--- src/rtl/box_anim_controller.sv ---
// box_anim_controller: sequences the bouncing-box animation onto the VGA plot port.
// The box is drawn at the tracked position, held for FRAMES_PER_MOVE frames, then
// erased. The trackers get one `move` pulse, the new position is latched and the
// box is redrawn.
// Optional build macro BOX_ANIM_PAUSE_EN adds a `pause` input that freezes the
// WAIT frame timer.
module box_anim_controller #(
  parameter int unsigned FRAME_TICKS     = 833333,
  parameter int unsigned FRAMES_PER_MOVE = 15,
  parameter int unsigned BOX_SIZE        = 4
) (
  input  logic       clock,
  input  logic       reset,
  input  logic       go,
`ifdef BOX_ANIM_PAUSE_EN
  input  logic       pause,
`endif
  input  logic [2:0] colour_in,
  input  logic [7:0] x_pos,
  input  logic [6:0] y_pos,
  output logic       move,
  output logic       plot,
  output logic [7:0] vga_x,
  output logic [6:0] vga_y,
  output logic [2:0] vga_colour,
  output logic       busy
);

  localparam int unsigned SIDE_BITS = $clog2(BOX_SIZE);
  localparam int unsigned PW        = (SIDE_BITS == 0) ? 1 : 2 * SIDE_BITS;
  localparam int unsigned TW        = (FRAME_TICKS > 1) ? $clog2(FRAME_TICKS) : 1;

  localparam logic [PW-1:0] PIX_LAST   = PW'(BOX_SIZE * BOX_SIZE - 1);
  localparam logic [TW-1:0] TICK_LAST  = TW'(FRAME_TICKS - 1);
  localparam logic [7:0]    FRAME_LAST = 8'(FRAMES_PER_MOVE - 1);

  localparam logic [2:0] S_IDLE   = 3'd0;
  localparam logic [2:0] S_DRAW   = 3'd1;
  localparam logic [2:0] S_WAIT   = 3'd2;
  localparam logic [2:0] S_ERASE  = 3'd3;
  localparam logic [2:0] S_MOVE   = 3'd4;
  localparam logic [2:0] S_SETTLE = 3'd5;

  logic [2:0]    state;
  logic [2:0]    state_next;
  logic [PW-1:0] pix_cnt;
  logic [TW-1:0] tick_cnt;
  logic [7:0]    frame_cnt;
  logic [7:0]    base_x;
  logic [6:0]    base_y;
  logic [2:0]    colour_reg;

  logic          pix_last;
  logic          tick_last;
  logic          frame_last;
  logic          hold_timer;
  logic [7:0]    col_off;
  logic [6:0]    row_off;

  // Timer freeze request; tied off when the pause feature is not built in.
`ifdef BOX_ANIM_PAUSE_EN
  always_comb hold_timer = pause;
`else
  always_comb hold_timer = 1'b0;
`endif

  // Pixel offsets within the box: low bits select the column, high bits the row.
  always_comb begin
    col_off    = 8'(pix_cnt % PW'(BOX_SIZE));
    row_off    = 7'(pix_cnt / PW'(BOX_SIZE));
    pix_last   = (pix_cnt == PIX_LAST);
    tick_last  = (tick_cnt == TICK_LAST);
    frame_last = (frame_cnt == FRAME_LAST);
  end

  // Next-state selection; go only matters in IDLE and WAIT.
  always_comb begin
    state_next = state;
    case (state)
      S_IDLE:   if (go) state_next = S_DRAW;
      S_DRAW:   if (pix_last) state_next = S_WAIT;
      S_WAIT: begin
        if (!go)
          state_next = S_IDLE;
        else if (!hold_timer && tick_last && frame_last)
          state_next = S_ERASE;
      end
      S_ERASE:  if (pix_last) state_next = S_MOVE;
      S_MOVE:   state_next = S_SETTLE;
      S_SETTLE: state_next = S_DRAW;
      default:  state_next = S_IDLE;
    endcase
  end

  // State, counters, position latches and registered plot/move/busy outputs.
  // move and busy are decoded from state_next so they line up with the state
  // register; the pixel outputs trail the state register by one cycle.
  always_ff @(posedge clock) begin
    if (reset) begin
      state      <= S_IDLE;
      move       <= 1'b0;
      plot       <= 1'b0;
      vga_x      <= '0;
      vga_y      <= '0;
      vga_colour <= '0;
      busy       <= 1'b0;
      pix_cnt    <= '0;
      tick_cnt   <= '0;
      frame_cnt  <= '0;
      base_x     <= '0;
      base_y     <= '0;
      colour_reg <= '0;
    end else begin
      state <= state_next;
      move  <= (state_next == S_MOVE);
      busy  <= (state_next != S_IDLE) && (state_next != S_WAIT);
      plot  <= 1'b0;
      case (state)
        S_IDLE: begin
          if (go) begin
            base_x     <= x_pos;
            base_y     <= y_pos;
            colour_reg <= colour_in;
            pix_cnt    <= '0;
          end
        end
        S_DRAW, S_ERASE: begin
          plot       <= 1'b1;
          vga_x      <= base_x + col_off;
          vga_y      <= base_y + row_off;
          vga_colour <= (state == S_DRAW) ? colour_reg : 3'b000;
          pix_cnt    <= pix_last ? '0 : pix_cnt + PW'(1);
          if (state == S_DRAW && pix_last) begin
            tick_cnt  <= '0;
            frame_cnt <= '0;
          end
        end
        S_WAIT: begin
          if (go && !hold_timer) begin
            if (tick_last) begin
              tick_cnt  <= '0;
              frame_cnt <= frame_cnt + 8'd1;
              if (frame_last) pix_cnt <= '0;
            end else begin
              tick_cnt <= tick_cnt + TW'(1);
            end
          end
        end
        S_SETTLE: begin
          base_x     <= x_pos;
          base_y     <= y_pos;
          colour_reg <= colour_in;
          pix_cnt    <= '0;
        end
        default: ;
      endcase
    end
  end

endmodule

--- config.mk ---
export PLATFORM = sky130hd
export DESIGN_NAME = box_anim_controller
export DESIGN_NICKNAME = d
export VERILOG_FILES = /design/src/rtl/box_anim_controller.sv
export SDC_FILE = /design/constraint.sdc
export NUM_CORES = 1
export LEC_CHECK = 0
export CORE_ASPECT_RATIO = 1.4
export CORE_MARGIN = 2
export CORE_UTILIZATION = 50
export DETAILED_ROUTE_END_ITERATION = 16
export GPL_TIMING_DRIVEN = 1
export MAX_ROUTING_LAYER = met4
export PLACE_DENSITY = 0.75
export SYNTH_ARGS = -nofsm -noshare
export SYNTH_HDL_FRONTEND = slang
export SYNTH_SLANG_ARGS = --single-unit
--- constraint.sdc ---
create_clock -name clock -period 2 [get_ports clock]
set_clock_uncertainty 0.1 [all_clocks]
set_input_delay 0.4 -clock clock [delete_from_list [all_inputs] [get_ports clock]]
set_output_delay 0.4 -clock clock [all_outputs]
set_load 0.005 [all_outputs]
==> results.json <==
{
  "status": "finished with violations",
  "violations": "negative setup slack",
  "r2r_setup_slack_ns": -0.12,
  "dieHeight_um": 103,
  "yosysMostFrequentCell": "dfxtp_1",
  "place.gp.congestion": 0.921,
  "fin_crit_ns": 2.12,
  "grt_usage": 0.241,
  "min_path_type": "input pin to register",
  "fill_cells": 563,
  "cts_sinks": 74,
  "ys_types": 45,
  "post_drt_wl_per_cell_um": 14.3,
  "grt_pass1_vias": 3154,
  "relSlewSlack": 0.775,
  "power.density_nw_per_um2": 605,
  "ys_warn_count": 0,
  "dp.final_hpwl_mm": 5.81,
  "path_delay_family": "simple AND/OR/NAND/NOR gates",
  "regMostFlops": "tick_cnt",
  "syn_area_per_cell_um2": 8.74,
  "syn-cell-area_um2": 3510,
  "antennaDiodeCount": 0,
  "slew_viol_final": 0,
  "cts-root-buf": "clkbuf_8",
  "syn_inst": 402,
  "wl_mm": 8.36,
  "rows": 36,
  "antenna_left": 0,
  "drtIter0Drc": 183,
  "cts_buffers": 9,
  "finalHoldViolCount": 0,
  "fmaxAchievable_mhz": 472,
  "end_kind": "register",
  "cpMostUsedCell": "a21oi_2",
  "netlist_top_cells_area": "dfxtp_1 42%, nor2_1 6.1%, mux2i_1 5.4%",
  "crit_chain": "or4b_4 -> nor4_4 -> a21oi_2 -> buf_6 -> or4_4 -> a21oi_2",
  "first_pass_iters": 4,
  "via_per_inst": 5.46,
  "initial_core_util": 0.510,
  "grt_pass1_wl_mm": 14.0,
  "ys_seq_elements": 74,
  "cellLeakagePower_nw": 1.68,
  "path_clk_slew_ns": 0.07,
  "remaining_drc_errors": 0,
  "largest_register_ffs": 20,
  "yosys.area.top_type_share": 0.422,
  "required_ns": 2.19,
  "path_class": "register to register",
  "floorplan.core_area_um2": 6890,
  "grt.overflow.total": 0,
  "ys_top_cells_by_count": "74 x dfxtp_1, 57 x nor2_1, 29 x nand2_1, 26 x a21oi_1, 20 x nand3_1",
  "critPathBufInv": 1,
  "synth_nets": 434,
  "critPathMaxStageDelay_ns": 0.54,
  "grt_max_degree": 31,
  "setup_tns_ns": -0.638,
  "post-place-ws_ns": -0.268,
  "dieArea_um2": 7720,
  "syn_to_final_growth_pct": 34.0,
  "startpoint_type": "register",
  "num_vias": 3181,
  "pin_count": 42,
  "portBuffers": 41,
  "final.setup.worst_slack_ns": -0.117,
  "timing.final.crit_share": 1.06,
  "htree_num_levels": 3,
  "synthFlopType": "dfxtp_1",
  "yosys.area.top_type": "dfxtp_1",
  "crit_path_top_delay_cell": "or4b_4",
  "synth_edf_count": 0,
  "cp_max_fo": 12,
  "antenna_found_initial": 0,
  "worstMarginPinSlew_ns": 0.334,
  "clk_latency_ns": 0.36,
  "setup_viol_count_final": 9,
  "ys_seq_area_frac": 0.422,
  "synthArstFlopShare": 0,
  "drive_gt1_frac": 0.236,
  "max_cap_violations": 0,
  "fp.dieW_um": 74.8,
  "ir_drop_mv": 0.479,
  "clock_path_buffers": 2,
  "finalNetCount": 517,
  "cp_data_arrival_time_ns": 2.31,
  "cts_tree": "yes",
  "rsz0062_at_grt": "yes"
}
-- area by class of cell --
class,count,area (um2),area share
inverters,12,45.0,0.00957
clock buffers,14,153,0.0324
repair buffers,95,846,0.180
flip-flops and latches,74,1490,0.316
well taps,95,119,0.0252
multi-input cells,293,2060,0.437
-- path summary, 6_finish.rpt --
kind | startpoint | end | cells past startpoint
worst max register to register | tick_cnt[3]$_SDFFE_PP0P_ | frame_cnt[3]$_SDFFE_PP0P_ | 6
worst min register to register | vga_x[0]$_SDFFE_PP0P_ | vga_x[0]$_SDFFE_PP0P_ | 2
worst max-delay path | tick_cnt[3]$_SDFFE_PP0P_ | frame_cnt[3]$_SDFFE_PP0P_ | 6
worst min-delay path | reset | state[0]$_SDFF_PP0_ | 2
-- layer usage --
layer | wire [um] | vias up | track usage
li1 | - | 1593 | -
met3 | 303 | 26 | 0.0446
met2 | 4340 | 77 | 0.397
met1 | 3430 | 1485 | 0.271
met4 | 291 | 0 | 0.133
met5 | 0 | - | -
-- what timing repair did --
action / 4_1_cts / 5_1_grt
endpoints found under the setup margin: 28 / 33
gates cloned: 0 / 1
pin swaps: 5 / 15
resized for setup: 4 / 42
hold buffers: 0 / 0
buffers inserted: 1 / 4
-- cells in the final DEF, fill, tap and decap left out, types with 3 or more instances in the layout --
cell type / n
dfxtp_1: 70
nor2_1: 48
buf_4: 47
clkdlybuf4s50_1: 40
nand2_1: 29
a21oi_1: 21
mux2i_1: 19
nand3_1: 18
nand4_1: 13
xnor2_1: 12
a211oi_1: 12
inv_1: 11
xor2_1: 11
nor2_2: 10
clkbuf_8: 10
o21ai_0: 7
ha_1: 7
a21oi_2: 6
buf_6: 6
and3_1: 5
or4_1: 5
nor3b_1: 5
or4_4: 4
nor3_1: 4
a31oi_1: 4
o31ai_1: 4
clkbuf_1: 4
dfxtp_2: 4
o31ai_2: 3
nor3_2: 3
a311oi_1: 3
-- per-stage QoR --
stage | area (um2) | std cells | total power (W) | util | hold slack (ns)
floorplan | 3560 | 402 | 0.00173 | - | 0.352
global placement | 4340 | 564 | 0.00187 | 0.629 | 0.349
detailed placement | 4340 | 564 | 0.00187 | 0.629 | 0.364
CTS | 4510 | 579 | 0.00285 | 0.655 | 0.276
global route | 4710 | 583 | 0.00295 | 0.683 | 0.313
finish | 4710 | 583 | 0.00285 | 0.683 | 0.295
-- report_power, final --
group	leakage (nW)	internal (W)	switching [W]	total (W)
Clock	0.0766	0.000473	0.000522	0.000995
Sequential	0.604	0.00152	0.0000336	0.00156
Combinational	1.00	0.000158	0.000136	0.000294
Total	1.68	0.00216	0.000692	0.00285
-- logic make-up after synthesis --
| group | count (synthesis) | synth area share |
|---|---|---|
| compound gates | 68 | 0.122 |
| xor+xnor | 23 | 0.0573 |
| fa+ha+maj | 11 | 0.0434 |
| buf+inv | 35 | 0.0438 |
| flops | 74 | 0.422 |
| mux | 20 | 0.0573 |
| simple gates | 171 | 0.255 |
No activity file was read; power rests on OpenSTA's default activity.
